## config.mk

```make
export PLATFORM = sky130hd
export DESIGN_NAME = sccb_init_seq_flat
export DESIGN_NICKNAME = d
export VERILOG_FILES = /design/src/rtl/sccb_init_pkg.sv /design/src/rtl/sccb_init_seq_if.sv /design/src/rtl/sccb_init_delay.sv /design/src/rtl/sccb_init_seq.sv /design/src/flat_wrapper.sv
export SDC_FILE = /design/constraint.sdc
export NUM_CORES = 1
export LEC_CHECK = 0
export CORE_MARGIN = 1
export CORE_UTILIZATION = 57
export DETAILED_ROUTE_END_ITERATION = 12
export PLACE_DENSITY = 0.8
export SYNTH_ARGS = -nofsm -noshare
export SYNTH_HDL_FRONTEND = slang
export SYNTH_SLANG_ARGS = --single-unit
export TNS_END_PERCENT = 10
```

## constraint.sdc

```tcl
create_clock -name clk -period 3.4 [get_ports clk]
set_input_delay 0.51 -clock clk [delete_from_list [all_inputs] [get_ports clk]]
set_output_delay 0.51 -clock clk [all_outputs]
set_load 0.01 [all_outputs]
```

## src/rtl/sccb_init_pkg.sv

```systemverilog
// Shared definitions for the SCCB register-initialisation sequencer.
//   - ROM entry opcodes (bits [17:16] of an entry)
//   - i2c_module register selects driven on bus_addr
//   - sequencer FSM state type
package sccb_init_pkg;

  localparam logic [1:0] OP_WRITE = 2'b00;
  localparam logic [1:0] OP_DELAY = 2'b01;
  localparam logic [1:0] OP_END   = 2'b10;

  localparam logic [2:0] REG_CTRL  = 3'd0;
  localparam logic [2:0] REG_SLAVE = 3'd1;
  localparam logic [2:0] REG_ADDR  = 3'd2;
  localparam logic [2:0] REG_DATA  = 3'd3;

  typedef enum logic [3:0] {
    StIdle,
    StFetch,
    StDecode,
    StWSlv,
    StWReg,
    StWDat,
    StWGo,
    StWaitBusy,
    StWaitDone,
    StDelay,
    StNext,
    StDone,
    StFail
  } state_e;

endpackage

```

## src/rtl/sccb_init_seq_if.sv

```systemverilog
// Register port of the i2c_module master.
//   bus_addr    : register select (ctrl / slave / reg / data)
//   bus_wdata   : register write data
//   bus_write   : one-cycle write strobe
//   bus_ready   : master idle
//   bus_success : last transfer ACKed, valid when bus_ready rises
// master modport: the sequencer; slave modport: the i2c master.
interface sccb_init_seq_if;
  logic [2:0] bus_addr;
  logic [7:0] bus_wdata;
  logic       bus_write;
  logic       bus_ready;
  logic       bus_success;

  modport master (
    output bus_addr,
    output bus_wdata,
    output bus_write,
    input  bus_ready,
    input  bus_success
  );

  modport slave (
    input  bus_addr,
    input  bus_wdata,
    input  bus_write,
    output bus_ready,
    output bus_success
  );
endinterface

```

## src/rtl/sccb_init_delay.sv

```systemverilog
// Loadable delay timer: counts count*DELAY_UNIT cycles of 'run'.
//   clk, reset : clock, asynchronous active-high reset
//   load       : capture count and restart the prescaler
//   count      : number of DELAY_UNIT periods
//   run        : advance the timer (sequencer is in its delay state)
//   done       : high in the last cycle of the delay
module sccb_init_delay #(
  parameter int unsigned DELAY_UNIT = 50000,
  localparam int unsigned PRE_W = (DELAY_UNIT > 1) ? $clog2(DELAY_UNIT) : 1
) (
  input  logic        clk,
  input  logic        reset,
  input  logic        load,
  input  logic [15:0] count,
  input  logic        run,
  output logic        done
);

  localparam logic [PRE_W-1:0] PRE_TOP = PRE_W'(DELAY_UNIT - 1);

  logic [15:0]      cnt_q;
  logic [PRE_W-1:0] pre_q;

  always_ff @(posedge clk or posedge reset) begin
    if (reset) begin
      cnt_q <= '0;
      pre_q <= '0;
    end else if (load) begin
      cnt_q <= count;
      pre_q <= PRE_TOP;
    end else if (run && (cnt_q != '0)) begin
      // Stops at zero rather than wrapping if run is held past the end.
      if (pre_q == '0) begin
        pre_q <= PRE_TOP;
        cnt_q <= cnt_q - 16'd1;
      end else begin
        pre_q <= pre_q - 1'b1;
      end
    end
  end

  assign done = run && (cnt_q == 16'd1) && (pre_q == '0);

endmodule

```

## src/rtl/sccb_init_seq.sv

```systemverilog
// Table-driven SCCB/I2C register-initialisation sequencer.
// Fetches {op, reg, val} entries from an external synchronous ROM and executes
// WRITE / DELAY / END (op 11 is a NOP) through the i2c_module register port, with
// bounded retry on NAK and multi-pass looping from LOOP_START.
//   clk, reset : clock, asynchronous active-high reset
//   start      : restart pulse, honoured in IDLE, DONE and FAIL only
//   rom_addr   : ROM index; rom_data valid one cycle later
//   bus        : i2c_module register port (master modport)
//   busy       : run in progress
//   ready      : run completed
//   error      : retry limit reached
// Build option SCCB_INIT_STATUS_EN adds err_index, retry_total and pass_cnt.
module sccb_init_seq
  import sccb_init_pkg::*;
#(
  parameter int unsigned DEPTH      = 256,
  parameter logic [7:0]  SLAVE_ADDR = 8'h60,
  parameter int unsigned LOOP_START = 3,
  parameter int unsigned PASSES     = 4,
  parameter int unsigned MAX_RETRY  = 7,
  parameter int unsigned DELAY_UNIT = 50000,
  parameter bit          AUTO_START = 1'b1,
  localparam int unsigned IDX_W     = $clog2(DEPTH),
  localparam int unsigned PASS_W    = $clog2(PASSES + 1)
) (
  input  logic                   clk,
  input  logic                   reset,
  input  logic                   start,
  output logic [IDX_W-1:0]       rom_addr,
  input  logic [17:0]            rom_data,
  sccb_init_seq_if.master        bus,
  output logic                   busy,
  output logic                   ready,
  output logic                   error
`ifdef SCCB_INIT_STATUS_EN
  ,
  output logic [IDX_W-1:0]       err_index,
  output logic [15:0]            retry_total,
  output logic [PASS_W-1:0]      pass_cnt
`endif
);

  localparam int unsigned RTRY_W = $clog2(MAX_RETRY + 1);

  state_e            state_q, state_d;
  logic [IDX_W-1:0]  idx_q, idx_d;
  logic [PASS_W-1:0] pass_q, pass_d;
  logic [RTRY_W-1:0] retry_q, retry_d;
  logic [17:0]       entry_q, entry_d;
  logic [2:0]        addr_q, addr_d;
  logic [7:0]        wdata_q, wdata_d;
  logic              write_q, write_d;
  logic              busy_q, ready_q, error_q;
  logic              run_start;
  logic              dly_load, dly_run, dly_done;

  always_comb begin
    state_d   = state_q;
    idx_d     = idx_q;
    pass_d    = pass_q;
    retry_d   = retry_q;
    entry_d   = entry_q;
    run_start = 1'b0;
    dly_load  = 1'b0;
    unique case (state_q)
      StIdle:     run_start = start || AUTO_START;
      StFetch:    state_d = StDecode;
      StDecode: begin
        entry_d = rom_data;
        case (rom_data[17:16])
          OP_WRITE: state_d = StWSlv;
          OP_DELAY: begin
            if (rom_data[15:0] != 16'd0) begin
              state_d  = StDelay;
              dly_load = 1'b1;
            end else begin
              state_d = StNext;
            end
          end
          default:  state_d = StNext;
        endcase
      end
      StWSlv:     state_d = StWReg;
      StWReg:     state_d = StWDat;
      StWDat:     state_d = StWGo;
      StWGo:      state_d = StWaitBusy;
      StWaitBusy: if (!bus.bus_ready) state_d = StWaitDone;
      StWaitDone: begin
        if (bus.bus_ready) begin
          if (bus.bus_success) begin
            retry_d = '0;
            state_d = StNext;
          end else begin
            retry_d = retry_q + 1'b1;
            state_d = (retry_d == RTRY_W'(MAX_RETRY)) ? StFail : StWSlv;
          end
        end
      end
      StDelay:    if (dly_done) state_d = StNext;
      StNext: begin
        if ((entry_q[17:16] == OP_END) || (idx_q == IDX_W'(DEPTH - 1))) begin
          if (pass_q < PASS_W'(PASSES - 1)) begin
            pass_d  = pass_q + 1'b1;
            idx_d   = IDX_W'(LOOP_START);
            state_d = StFetch;
          end else begin
            state_d = StDone;
          end
        end else begin
          idx_d   = idx_q + 1'b1;
          state_d = StFetch;
        end
      end
      StDone, StFail: run_start = start;
      default:    state_d = StIdle;
    endcase

    if (run_start) begin
      state_d = StFetch;
      idx_d   = '0;
      pass_d  = '0;
      retry_d = '0;
    end
  end

  // Bus outputs are computed from the next state so they are registered yet
  // line up with the strobe states.
  always_comb begin
    addr_d  = addr_q;
    wdata_d = wdata_q;
    write_d = 1'b0;
    unique case (state_d)
      StWSlv: begin
        write_d = 1'b1;
        addr_d  = REG_SLAVE;
        wdata_d = SLAVE_ADDR;
      end
      StWReg: begin
        write_d = 1'b1;
        addr_d  = REG_ADDR;
        wdata_d = entry_d[15:8];
      end
      StWDat: begin
        write_d = 1'b1;
        addr_d  = REG_DATA;
        wdata_d = entry_d[7:0];
      end
      StWGo: begin
        write_d = 1'b1;
        addr_d  = REG_CTRL;
        wdata_d = 8'h01;
      end
      default: ;
    endcase
  end

  always_ff @(posedge clk or posedge reset) begin
    if (reset) begin
      state_q <= StIdle;
      idx_q   <= '0;
      pass_q  <= '0;
      retry_q <= '0;
      entry_q <= '0;
      addr_q  <= '0;
      wdata_q <= '0;
      write_q <= 1'b0;
      busy_q  <= 1'b0;
      ready_q <= 1'b0;
      error_q <= 1'b0;
    end else begin
      state_q <= state_d;
      idx_q   <= idx_d;
      pass_q  <= pass_d;
      retry_q <= retry_d;
      entry_q <= entry_d;
      addr_q  <= addr_d;
      wdata_q <= wdata_d;
      write_q <= write_d;
      busy_q  <= !(state_d inside {StIdle, StDone, StFail});
      ready_q <= (state_d == StDone);
      error_q <= (state_d == StFail);
    end
  end

  assign dly_run = (state_q == StDelay);

  sccb_init_delay #(
    .DELAY_UNIT(DELAY_UNIT)
  ) u_delay (
    .clk   (clk),
    .reset (reset),
    .load  (dly_load),
    .count (rom_data[15:0]),
    .run   (dly_run),
    .done  (dly_done)
  );

  assign rom_addr      = idx_q;
  assign bus.bus_addr  = addr_q;
  assign bus.bus_wdata = wdata_q;
  assign bus.bus_write = write_q;
  assign busy          = busy_q;
  assign ready         = ready_q;
  assign error         = error_q;

`ifdef SCCB_INIT_STATUS_EN
  logic [IDX_W-1:0] err_index_q;
  logic [15:0]      retry_total_q;
  logic             nak_seen;

  assign nak_seen = (state_q == StWaitDone) && bus.bus_ready && !bus.bus_success;

  always_ff @(posedge clk or posedge reset) begin
    if (reset) begin
      err_index_q   <= '0;
      retry_total_q <= '0;
    end else if (run_start) begin
      err_index_q   <= '0;
      retry_total_q <= '0;
    end else begin
      if (nak_seen && (retry_total_q != 16'hffff)) retry_total_q <= retry_total_q + 16'd1;
      if ((state_d == StFail) && (state_q != StFail)) err_index_q <= idx_q;
    end
  end

  assign err_index   = err_index_q;
  assign retry_total = retry_total_q;
  assign pass_cnt    = pass_q;
`endif

endmodule

```

## src/flat_wrapper.sv

```systemverilog
// flat-port wrapper written by rule: the top's interface ports become plain ports
module sccb_init_seq_flat import sccb_init_pkg::*;
#(
  parameter int unsigned DEPTH      = 256,
  parameter logic [7:0]  SLAVE_ADDR = 8'h60,
  parameter int unsigned LOOP_START = 3,
  parameter int unsigned PASSES     = 4,
  parameter int unsigned MAX_RETRY  = 7,
  parameter int unsigned DELAY_UNIT = 50000,
  parameter bit          AUTO_START = 1'b1,
  localparam int unsigned IDX_W     = $clog2(DEPTH),
  localparam int unsigned PASS_W    = $clog2(PASSES + 1)
)
  (clk, reset, start, rom_addr, rom_data, busy, ready, error, bus_bus_addr, bus_bus_wdata, bus_bus_write, bus_bus_ready, bus_bus_success);
  sccb_init_seq_if bus_i ();
  input  logic clk;
  input  logic reset;
  input  logic start;
  output logic [IDX_W-1:0] rom_addr;
  input  logic [17:0] rom_data;
  output logic busy;
  output logic ready;
  output logic error;
  output wire logic [$bits(bus_i.bus_addr)-1:0] bus_bus_addr;
  output wire logic [$bits(bus_i.bus_wdata)-1:0] bus_bus_wdata;
  output wire logic [$bits(bus_i.bus_write)-1:0] bus_bus_write;
  input wire logic [$bits(bus_i.bus_ready)-1:0] bus_bus_ready;
  input wire logic [$bits(bus_i.bus_success)-1:0] bus_bus_success;
  assign bus_bus_addr = bus_i.bus_addr;
  assign bus_bus_wdata = bus_i.bus_wdata;
  assign bus_bus_write = bus_i.bus_write;
  assign bus_i.bus_ready = bus_bus_ready;
  assign bus_i.bus_success = bus_bus_success;
  sccb_init_seq #(.DEPTH(DEPTH), .SLAVE_ADDR(SLAVE_ADDR), .LOOP_START(LOOP_START), .PASSES(PASSES), .MAX_RETRY(MAX_RETRY), .DELAY_UNIT(DELAY_UNIT), .AUTO_START(AUTO_START)) u_core (.clk(clk), .reset(reset), .start(start), .rom_addr(rom_addr), .rom_data(rom_data), .bus(bus_i), .busy(busy), .ready(ready), .error(error));
endmodule
```

# --- Word-level counts from Yosys, hierarchy flattened ---
# Cells that the tools add are included.
totals:
  reg_bits: 83
  in_bits: 23
  out_inout_bits: 23
  wordCells: 108
op_classes:
  add_sub_neg: 5
  n_lt_le_gt_ge: 1
  eq_ne: 24
  muxes: 37
  n_reduce_logical: 27
ops:
  columns: ["op", "count"]
  rows:
  - ["2-to-1 mux 16 bit", 7]
  - ["case mux 4 bit (11 select lines)", 1]
  - ["2-to-1 mux 4 bit", 8]
  - ["2-to-1 mux 8 bit", 4]
  - ["case mux 8 bit (4 select lines)", 1]
  - ["nonzero test 16 bit", 2]
  - ["subtractor 16 x 1 -> 16 bit (second input constant)", 2]
  - ["equality test 4 x 3 -> 1 bit (second input constant)", 7]
  - ["equality test 4 bit (second input constant)", 7]
  - ["2-to-1 mux 3 bit", 8]
  - ["equality test 16 x 1 -> 1 bit (second input constant)", 1]
  - ["logical NOT 16 bit", 1]
  - ["nonzero test 2 bit", 7]
  - ["equality test 4 x 2 -> 1 bit (second input constant)", 3]
  - ["case mux 3 bit (4 select lines)", 1]
  - ["adder 8 x 1 -> 8 bit (second input constant)", 1]
  - ["equality test 8 bit (second input constant)", 1]
  - ["logical NOT 4 bit", 2]
  - ["case mux 4 bit (2 select lines)", 1]
  - ["adder 3 x 1 -> 3 bit (second input constant)", 2]
  - ["AND reduction 2 bit", 3]
  - ["equality test 4 x 1 -> 1 bit (second input constant)", 1]
  - ["2-to-1 mux 1 bit", 4]
  - ["nonzero test 4 bit", 1]
  - ["other kinds (16)", 18]

# --- Logic depth before layout (Yosys ltp) ---
# Gate-level depths: netlist of run 1.
depth:
  word_depth: 10
  ltp_mapped: 10
  mapped_depth_nobuf: 9

# --- Hierarchy ---
# Synthesis of run 1 repeated with hierarchy kept, for this count alone.
unflattened:
  hier_cells: 469
  area_unflattened_um2: 4705.8
by_module_without_submodules:
  columns: ["module", "instances", "cells_per_inst", "area_each_um2", "seq_area_each_um2"]
  rows:
  - ["sccb_init_seq", 1, 250, 2565.0, 1251.2]
  - ["sccb_init_delay", 1, 219, 2140.8, 800.8]

# --- Worst setup path after synthesis of run 1 ---
# OpenSTA, ideal clock, no wires.
synth_timing:
  path_type: "flip-flop to flip-flop"
  from: "register u_core.retry_q[0]"
  to: "register u_core.wdata_q[5], in the netlist u_core.bus.bus_wdata[5]"
  setup_ps: 121
  arrival_ps: 2370
  required_ps: 3279
  path_slack_ps: 909
  stages_incl_launch_ff: 9
  n_path_buf: 0
  period_less_slack_ps: 2491
  cell_sequence: "dfrtp_1 > ha_1 > xnor2_1 > o311ai_0 > o221ai_1 > nor3b_1 > o21bai_4 > mux2_2 > o22a_1"
synth_between:
  elab_chain_len: 9
  elab_cells_between_ends: 13
  classes_between: "add/sub: 1; eq/ne: 5; mux: 6; reduce/logical: 1"
synth_rtl:
  columns: ["element", "line", "rtl"]
  rows:
  - ["from (decl)", "sccb_init_seq.sv:48", "logic [RTRY_W-1:0] retry_q, retry_d;"]
  - ["from (signal assigned)", "sccb_init_seq.sv:174", "retry_q <= retry_d;"]
  - ["adder 3 x 1 -> 3 bit *", "sccb_init_seq.sv:94", "retry_d = retry_q + 1'b1;"]
  - ["equality test 3 bit *", "sccb_init_seq.sv:95", "state_d = (retry_d == RTRY_W'(MAX_RETRY)) ? StFail : StWSlv;"]
  - ["2-to-1 mux 4 bit *", "sccb_init_seq.sv:95", null]
  - ["2-to-1 mux 4 bit *", "sccb_init_seq.sv:90", "if (bus.bus_success) begin"]
  - ["2-to-1 mux 4 bit *", "sccb_init_seq.sv:89", "if (bus.bus_ready) begin"]
  - ["case mux 4 bit (11 select lines) *", "sccb_init_seq.sv:65", "unique case (state_q)"]
  - ["2-to-1 mux 4 bit *", "sccb_init_seq.sv:118", "if (run_start) begin"]
  - ["equality test 4 x 3 -> 1 bit / equality test 4 x 2 -> 1 bit (equally long branches)", "sccb_init_seq.sv:132", "unique case (state_d)"]
  - ["case mux 8 bit (4 select lines) / nonzero test 4 bit (equally long branches)", null, null]
  - ["to (signal assigned)", "sccb_init_seq.sv:177", "wdata_q <= wdata_d;"]
  - ["to (decl)", "sccb_init_seq.sv:51", "logic [7:0] wdata_q, wdata_d;"]
# Every way passes the cells marked *; elsewhere a longest branch is shown, timed or not.
# A chain may end at the register's enable or synchronous reset.

# --- Final worst setup path of run 1 ---
layout_timing:
  from: "input rom_data[9]"
  to: "register u_core.wdata_q[6], in the netlist u_core.bus.bus_wdata[6]"
layout_between:
  elab_chain_len: 7
  elab_cells_between_ends: 11
  classes_between: "eq/ne: 4; mux: 5; reduce/logical: 2"
layout_rtl:
  columns: ["element", "line", "rtl"]
  rows:
  - ["from (decl)", "flat_wrapper.sv:20", "input logic [17:0] rom_data;"]
  - ["nonzero test 16 bit *", "sccb_init_seq.sv:73", "if (rom_data[15:0] != 16'd0) begin"]
  - ["2-to-1 mux 2 bit *", "sccb_init_seq.sv:73", null]
  - ["case mux 4 bit (2 select lines) *", "sccb_init_seq.sv:70", "case (rom_data[17:16])"]
  - ["case mux 4 bit (11 select lines) *", "sccb_init_seq.sv:65", null]
  - ["2-to-1 mux 4 bit *", "sccb_init_seq.sv:118", null]
  - ["equality test 4 x 3 -> 1 bit / equality test 4 x 2 -> 1 bit (equally long branches)", "sccb_init_seq.sv:132", null]
  - ["case mux 8 bit (4 select lines) / nonzero test 4 bit (equally long branches)", null, null]
# Marked as above.

==> results of run 1 <==
==> critical path: cells and delay by family <==
family	cells	cell delay, ns
multiplexers	1	0.39
AO/OA/AOI/OAI	3	0.71
AND/OR/NAND/NOR	3	1.04
buffers and inverters	1	0.45
==> cells in the mapped netlist (all sizes together), types with 9 or more instances <==
cell type	n	area (µm²)
mux2	20	225
nor3	19	95.1
dfrtp	82	2050
xnor2	17	149
nor4	13	151
o21ai	28	140
clkbuf	14	52.6
nand3	21	105
inv	14	52.6
a21oi	24	128
a22oi	9	67.6
xor2	20	175
nand2	40	150
nor2	53	199
==> metrics by stage <==
| stage | cell area (µm²) | hold slack, ns |
|---|---|---|
| finish | 5300 | 0.514 |
| global route | 5300 | 0.533 |
| CTS | 5300 | 0.516 |
| detailed placement | 5080 | 0.497 |
| global placement | 5080 | 0.483 |
| floorplan | 4500 | 0.463 |
==> layer usage <==
metal,track usage,up-vias,part of all wire
met5,0,-,0
met4,0.0794,0,0.013
met3,0.0396,10,0.028
met2,0.422,78,0.49
met1,0.359,1788,0.47
li1,-,1748,-
==> cells by family after synthesis <==
kind of cell,Yosys count,share of synthesized area
compound gates,87,0.126
xor+xnor,37,0.0720
fa+ha+maj,8,0.0222
buf+inv,32,0.0297
flops,82,0.456
mux,21,0.0523
other cells,1,0.000833
simple gates,197,0.241
==> power by group <==
group          switching (µW)  total [µW]  internal (µW)
Combinational             876        1730            852
Sequential                366        1700           1330
Clock                     346         777            432
Total                    1590        4200           2610
==> flip-flops by register name, indices dropped and copies added, names as in the netlist <==
signal                count
u_core.bus.bus_addr       2
u_core.bus.bus_wdata      8
u_core.bus.bus_write      1
u_core.busy               1
u_core.entry_q           18
u_core.error              1
u_core.pass_q             3
u_core.ready              1
u_core.retry_q            3
u_core.rom_addr           8
u_core.state_q            4
u_core.u_delay.cnt_q     16
u_core.u_delay.pre_q     16
==> final cells by class <==
cell class                 count  area (µm²)
clock inverter                 4        76.3
inverter                      14        53.8
tap                          102         128
multi-input combinational    351        2320
fill                         594        2390
clock buffer                  11         141
sequential                    82        2050
timing repair buffer          54         528
==> worst min-delay path by stage <==
stage	startpoint	to	slack [ns]	cells past startpoint
2_1_floorplan	u_core.pass_q[2]	u_core.pass_q[2]	0.46	2
3_3_place_gp	u_core.pass_q[2]	u_core.pass_q[2]	0.48	2
4_1_cts	u_core.entry_q[12]	u_core.entry_q[12]	0.52	1
6_report	u_core.entry_q[12]	u_core.entry_q[12]	0.51	1
5_1_grt	u_core.entry_q[13]	u_core.entry_q[13]	0.53	1
3_5_place_dp	u_core.entry_q[12]	u_core.entry_q[12]	0.50	1
==> flow_summary.ini, run 1 <==
[status]
status = completed

[placed_design]
dpl.hpwl_mm = 7.14
gp_congestion = 0.863
io_buffers = 44
placed_cells = 603
dp_worst_setup_slack_ns = 0.219

[global_route]
grt_max_degree = 83
grt_overflow = 0
grt_pass1_wl_mm = 17.0
grt_pass1_vias = 3525
grt.total_usage = 0.259
antenna_found_initial = 0

[clock_tree]
clk-insertion-delay-late_ns = 0.35
numCtsBuffers = 9
cts_sinks = 82
cts_resized = 0
max-clock-path-buffers = 2
htreeDepth = 3
cts_tree = done
clkTransAtPathRegs_ns = 0.08
postCtsSetupBuffers = 0
cts_root_buf = clkbuf_8
cts_hold_buf = 0

[route]
antenna_violating_nets_post_route = 0
wire_per_inst_um = 16.2
vias = 3624
dr.first_iter.drc_count = 244
via_per_inst = 5.86
drtPass1Iterations = 5
drc = 0
wl_mm = 9.98

[synth]
ys_warn_count = 0
synth_ff_type = dfrtp_1
syn_avg_cell_area_um2 = 9.68
syn_area_mm2 = 0.00450
netlist_instances = 465
seq_area_frac_synth = 0.456
synth_edf_count = 0
ys_types = 60
synth_seq_cells = 82
syn-num-nets = 496
async_reset_ff_frac = 1.00

[worst_hold_path]
hp-class = reg -> reg

[critical_path]
cp.required_ns = 3.64
critPathSlowestCell = nor4_1
cp.arrival_ns = 3.11
worstReg2RegEnd = u_core.bus.bus_wdata[6]
worstPathMaxFanout = 17
startpoint_type = input port
rr_worst_depth = 7
cp-startpoint = rom_data[9]
endpoint_kind = register
slowest_delay_ns = 0.54
crit_path_end = u_core.bus.bus_wdata[6]
setup.worst_path.class = in -> reg
ff2ff_setup_slack_ns = 0.65
reg2reg_from = u_core.u_delay.cnt_q[3]
cp_cell_sequence = clkdlybuf4s50_1 -> nor4_1 -> and4_1 -> a211o_1 -> nand4_1 -> o21bai_4 -> mux2_2 -> o22a_1

[final_layout]
drive_gt1_frac = 0.128
instances_no_fill = 618
final_util = 0.689
syn_to_final_growth_pct = 17.7
layout_commonest_cell = dfrtp_1
final_cell_mix = dfrtp_1, nor2_1, clkdlybuf4s50_1, nand2_1, o21ai_0
final_nets = 543
diodes = 0

[sta]
finalSetupTns_ns = 0
period_share = 0.844
setup_violations = 0
rsz0062_at_grt = no
tightestPinTransition_ns = 0.861
fin_ws_ns = 0.531
hold_viol = 0
drv_slew = 0
clock_skew_ns = 0.00984
min_period_ns = 2.87
fmax_mhz = 349
slew_headroom = 0.418

[power_and_ir_drop]
power_density_mw_per_mm2 = 793
cellLeakagePower_uw = 0.00215
peakVddDrop_uv = 425
p_total_uw = 4200

[die]
die_w_um = 90.9
die_area_mm2 = 0.00826
num_io_pins = 46
initial_core_util = 0.586
coreArea_mm2 = 0.00769
rows = 32
die_y_um = 90.9

[run]
maxCapViolations = 0
(Power assumes the default switching activity.)
==> run 2, diff against run 1 <==
--- a/config.mk
+++ b/config.mk
@@ -6,9 +6,9 @@
 export NUM_CORES = 1
 export LEC_CHECK = 0
 export CORE_MARGIN = 1
-export CORE_UTILIZATION = 57
+export CORE_UTILIZATION = 52
 export DETAILED_ROUTE_END_ITERATION = 12
-export PLACE_DENSITY = 0.8
+export PLACE_DENSITY = 0.77
 export SYNTH_ARGS = -nofsm -noshare
 export SYNTH_HDL_FRONTEND = slang
 export SYNTH_SLANG_ARGS = --single-unit
==> constraint.sdc (replaced) <==
create_clock -name clk -period 2.4 [get_ports clk]
set_input_delay 0.36 -clock clk [delete_from_list [all_inputs] [get_ports clk]]
set_output_delay 0.36 -clock clk [all_outputs]
set_load 0.01 [all_outputs]
==> run 2 against run 1 <==
- core utilization rose by 3.3 points
- critical path type is now reg -> reg
- combinational power increased by 79%
- final cell count is 11% higher
- register-to-register slack got worse by 0.64 ns
- routed wire length is 13% higher
- largest power group unchanged
- non-clock buffer count increased by 67
- critical path depth is the same
- via count up 7.6%
- global-route usage increased by 0.051 points
- worst setup slack lost 0.53 ns
==> flow_summary.ini, run 2 (synthesis gave the netlist of run 1 again) <==
[final_layout]
top_register = u_core.entry_q
diodes = 0
instances_no_fill = 688
reg_top3 = u_core.entry_q (18), u_core.u_delay.cnt_q (16), u_core.u_delay.pre_q (16)
layout_commonest_cell = dfrtp_1
drive_gt1_frac = 0.266
final_cell_mix = dfrtp_1, buf_4, nor2_1, clkdlybuf4s50_1, nand2_1
fin_area_mm2 = 0.00599
syn_to_final_growth_pct = 33.2
final_util = 0.722
final_nets = 610
largest_reg_flops = 18

[run]
maxCapViolations = 0

[global_route]
grt_max_degree = 49
grt_pass1_vias = 3771
grt_pass1_wl_mm = 17.8
antenna_found_initial = 0
grt_overflow = 0
grt.total_usage = 0.260

[clock_tree]
numCtsBuffers = 9
cts_tree = done
cts_sinks = 82
cts_root_buf = clkbuf_8
clk-insertion-delay-late_ns = 0.35
clkTransAtPathRegs_ns = 0.08
htreeDepth = 3
max-clock-path-buffers = 2

[placed_design]
dpl.hpwl_mm = 8.06
dp_worst_setup_slack_ns = -0.277
io_buffers = 44
gp_congestion = 0.900
post_dp_cell_area_mm2 = 0.00552
placed_cells = 663

[sta]
slew_headroom = 0.638
fmax_mhz = 418
setup_violations = 0
rsz0062_at_grt = yes
period_share = 0.998
min_period_ns = 2.39
hold_viol = 0
fin_ws_ns = 0.00534
clock_skew_ns = 0.00960
drv_slew = 0
tightestPinTransition_ns = 0.539

[worst_hold_path]
hp-class = in -> async

[route]
wire_per_inst_um = 16.4
dr.first_iter.drc_count = 230
vias = 3899
wl_mm = 11.3
drtPass1Iterations = 6
antenna_violating_nets_post_route = 0
via_per_inst = 5.67
drc = 0

[critical_path]
slowest_delay_ns = 0.67
cp_top_family = simple AND/OR/NAND/NOR gates
reg2reg_from = u_core.u_delay.cnt_q[3]
ff2ff_setup_slack_ns = 0.005
worstPathMaxFanout = 10
cp.arrival_ns = 2.69
critPathSlowestCell = or4_1
cp.required_ns = 2.70
cp_cell_sequence = or4_1 -> nor2_4 -> and4_1 -> nor3b_2 -> o21bai_4 -> buf_6 -> or3b_1 -> nand3_2
startpoint_type = register
cp.depth = 8
setup.worst_path.class = reg -> reg
critical_path_buf_inv_count = 1
rr_worst_depth = 8
endpoint_kind = register
worstReg2RegEnd = u_core.bus.bus_wdata[1]

[die]
die_y_um = 95.0
die_area_mm2 = 0.00903
coreArea_mm2 = 0.00830
die_w_um = 95.0
num_io_pins = 46
rows = 33
initial_core_util = 0.542

[power_and_ir_drop]
power_frac_seq = 0.350
cellLeakagePower_uw = 0.00250
cellInternalPower_uw = 4160
power_density_mw_per_mm2 = 1100
switchingPower_uw = 2440
clkPwrFrac = 0.182
peakVddDrop_uv = 584
combinationalPowerShare = 0.468
netSwitchingFraction = 0.370

[status]
status = completed
## run 2: cell types whose count changed in the layout (fill, tap and decap cells not counted), sizes merged
cell and change:
clkbuf -1, buf +67, bufinv +1, clkinvlp +1, clkinv -1
## run 2: area by class of cell
type                       count  area, µm²
inverter                      14       56.3
tap                          105        131
sequential                    82       2050
clock buffer                  10        138
multi-input combinational    351       2470
fill                         586       2300
timing repair buffer         121       1040
clock inverter                 5        103
## run 2: power by group through the flow
stage               sequential [µW]  combinational [µW]  clock, µW
finish                         2310                3090       1200
global route                   2370                3370       1290
CTS                            2290                2880       1230
detailed placement             2310                2860          0
global placement               2280                2750          0
floorplan                      2270                1780          0
## run 2: how the worst max path moves through the flow
| stage | start | endpoint | slack, ns |
|---|---|---|---|
| 2_1_floorplan | u_core.retry_q[0] | u_core.bus.bus_wdata[5] | 0.06 |
| 3_3_place_gp | rom_data[2] | u_core.bus.bus_wdata[5] | -0.22 |
| 3_5_place_dp | rom_data[9] | u_core.bus.bus_wdata[6] | -0.28 |
| 4_1_cts | u_core.retry_q[0] | u_core.bus.bus_wdata[6] | 0.01 |
| 5_1_grt | u_core.u_delay.pre_q[8] | u_core.u_delay.cnt_q[9] | -0.14 |
| 6_report | u_core.u_delay.cnt_q[3] | u_core.bus.bus_wdata[1] | 0.005 |
## run 2: per-stage QoR
stage	total power [µW]	hold WS, ns	setup TNS (ns)
2_1_floorplan	4050	0.463	0
3_3_place_gp	5020	0.481	-1.79
3_5_place_dp	5170	0.487	-2.37
4_1_cts	6400	0.334	0
5_1_grt	7030	0.363	-1.49
6_report	6600	0.335	0
## run 2: per-layer routing
metal / share of wire / vias up / global-route usage
met5: 0 / - / 0
met4: 0.020 / 0 / 0.0947
met3: 0.048 / 17 / 0.0478
met2: 0.49 / 103 / 0.423
met1: 0.44 / 1890 / 0.346
li1: - / 1889 / -
## run 2: repair_timing
item	CTS	global route
pin swaps	2	13
hold buffers	0	0
buffers inserted	0	10
gates resized for setup	3	28
setup endpoints to repair	13	31
gates cloned	0	0
==> run 3, diff against run 2 <==
--- a/config.mk
+++ b/config.mk
@@ -9,6 +9,7 @@
 export CORE_UTILIZATION = 52
 export DETAILED_ROUTE_END_ITERATION = 12
 export PLACE_DENSITY = 0.77
+export SETUP_SLACK_MARGIN = 0.2
 export SYNTH_ARGS = -nofsm -noshare
 export SYNTH_HDL_FRONTEND = slang
 export SYNTH_SLANG_ARGS = --single-unit
==> run 3 against run 2 <==
- cell area up 0.15%
- clock skew increased by 0.0055 ns
- non-clock buffer count did not move
- largest cell class unchanged
- hold slack improved by 0.11 ns
- critical path type unchanged
- sequential share of layout area down 0.071 points
- die area stayed put
- first-iteration DRC count shrank 12%
- maximum frequency increased by 0.26%
- routed wire length rose by 5.0%
==> flow_summary.ini, run 3 (synthesis gave the netlist of run 1 again) <==
[clock_tree]
cts_root_buf = clkbuf_8
clkTransAtPathRegs_ns = 0.09
cts_tree = done
clk-insertion-delay-late_ns = 0.36
cts_hold_buf = 0
htreeDepth = 3
max-clock-path-buffers = 2
numCtsBuffers = 9
cts_sinks = 82

[global_route]
grt_pass1_wl_mm = 19.4
grt_pass1_vias = 3993
grt_max_degree = 30
antenna_found_initial = 0
grt.total_usage = 0.280
grt_overflow = 0

[sta]
setup_violations = 0
hold_viol = 0
slew_headroom = 0.538
min_period_ns = 2.39
fin_ws_ns = 0.0116
whs_ns = 0.450
drv_slew = 0
clock_skew_ns = 0.0151
tightestPinTransition_ns = 0.691
rsz0062_at_grt = yes
fmax_mhz = 419
period_share = 0.995
finalSetupTns_ns = 0

[placed_design]
post_dp_cell_area_mm2 = 0.00554
dpl.hpwl_mm = 7.92
dp_worst_setup_slack_ns = -0.264
gp_congestion = 0.867
io_buffers = 44

[critical_path]
startpoint_type = register
endpoint_kind = register
cp.arrival_ns = 2.69
worstPathMaxFanout = 7
ff2ff_setup_slack_ns = 0.01
setup.worst_path.class = reg -> reg
cp.required_ns = 2.70

[final_layout]
reg_top3 = u_core.entry_q (18), u_core.u_delay.cnt_q (16), u_core.u_delay.pre_q (16)
n_fill_cell = 555
diodes = 0
top_register = u_core.entry_q
final_cell_mix = dfrtp_1, buf_4, nor2_1, clkdlybuf4s50_1, nand2_1
final_nets = 610
largest_reg_flops = 18
syn_to_final_growth_pct = 33.4
layout_commonest_cell = dfrtp_1
drive_gt1_frac = 0.259
fin_area_mm2 = 0.00600

[power_and_ir_drop]
p_total_uw = 6670
power_density_mw_per_mm2 = 1110
peakVddDrop_uv = 727
cellLeakagePower_uw = 0.00253

[route]
drc = 0
drtPass1Iterations = 4
dr.first_iter.drc_count = 202
vias = 4019
wl_met3_um = 527
antenna_violating_nets_post_route = 0
top_layer = met4
drt-met1-wl_mm = 5.04
wire_per_inst_um = 17.1
dr_wl_met2_mm = 5.88
via_per_inst = 5.83
wl_mm = 11.8

[die]
rows = 33
coreArea_mm2 = 0.00830
die_area_mm2 = 0.00903
die_y_um = 95.0
die_w_um = 95.0
num_io_pins = 46
initial_core_util = 0.542

[status]
status = completed

[run]
maxCapViolations = 0

[worst_hold_path]
hp-class = in -> async
==> run 3: cell types whose count changed in the layout (fill, tap and decap cells not counted), moves of 3 or more <==
cell / before / now
nor3_2: 3 / 6
nor4_2: 7 / 1
nor4_1: 1 / 6
buf_4: 74 / 71
==> run 3: layout make-up <==
cell class	count	area, µm²	area share
multi-input cells	351	2450	0.409
flip-flops and latches	82	2050	0.342
repair buffers	121	1070	0.178
well taps	105	131	0.0219
clock buffers	10	128	0.0213
clock inverters	6	114	0.0190
inverters	14	56.3	0.00938
==> run 3: worst max-delay path: stages (launching register included) <==
cell and delay, ns:
dfrtp_1 0.41, or4_4 0.57, nor4_4 0.25, and4_1 0.27, nor3b_2 0.06, o21bai_4 0.20, buf_6 0.15, or3b_1 0.36
nand3_1 0.08
==> run 3: per-layer routing <==
metal | global-route usage | vias up
met5 | 0 | -
met4 | 0.116 | 0
li1 | - | 1891
met1 | 0.366 | 1984
met2 | 0.465 | 112
met3 | 0.0415 | 32
==> run 3: power by group <==
| group | internal [µW] | total [µW] | leakage (µW) | switching [µW] |
|---|---|---|---|---|
| sequential | 1880 | 2330 | 0.000998 | 455 |
| combinational | 1590 | 3120 | 0.00142 | 1530 |
| clock | 695 | 1230 | 0.000113 | 530 |
==> run 3: repair_timing <==
| action | 4_1_cts | 5_1_grt |
|---|---|---|
| buffers inserted | 4 | 6 |
| resized for setup | 14 | 13 |
| setup endpoints to repair | 36 | 46 |
| gates cloned | 1 | 0 |
| pin swaps | 22 | 14 |
| hold endpoints to repair | 0 | 0 |
==> run 3: metrics by stage <==
step / util / cells
6_report: 0.723 / 689
5_1_grt: 0.723 / 689
4_1_cts: 0.709 / 683
3_5_place_dp: 0.667 / 662
3_3_place_gp: 0.667 / 662
2_1_floorplan: - / 465
==> run 3: path summary, 6_finish.rpt <==
check	start	to	cells after the start
worst max-delay path	u_core.u_delay.cnt_q[10]	u_core.bus.bus_wdata[2]	8
worst min-delay path	reset	u_core.u_delay.pre_q[15]	2
worst max register to register	u_core.u_delay.cnt_q[10]	u_core.bus.bus_wdata[2]	8
worst min register to register	u_core.entry_q[0]	u_core.entry_q[0]	1
max in group asynchronous	reset	u_core.state_q[3]	3
min in group clk	u_core.entry_q[0]	u_core.entry_q[0]	1
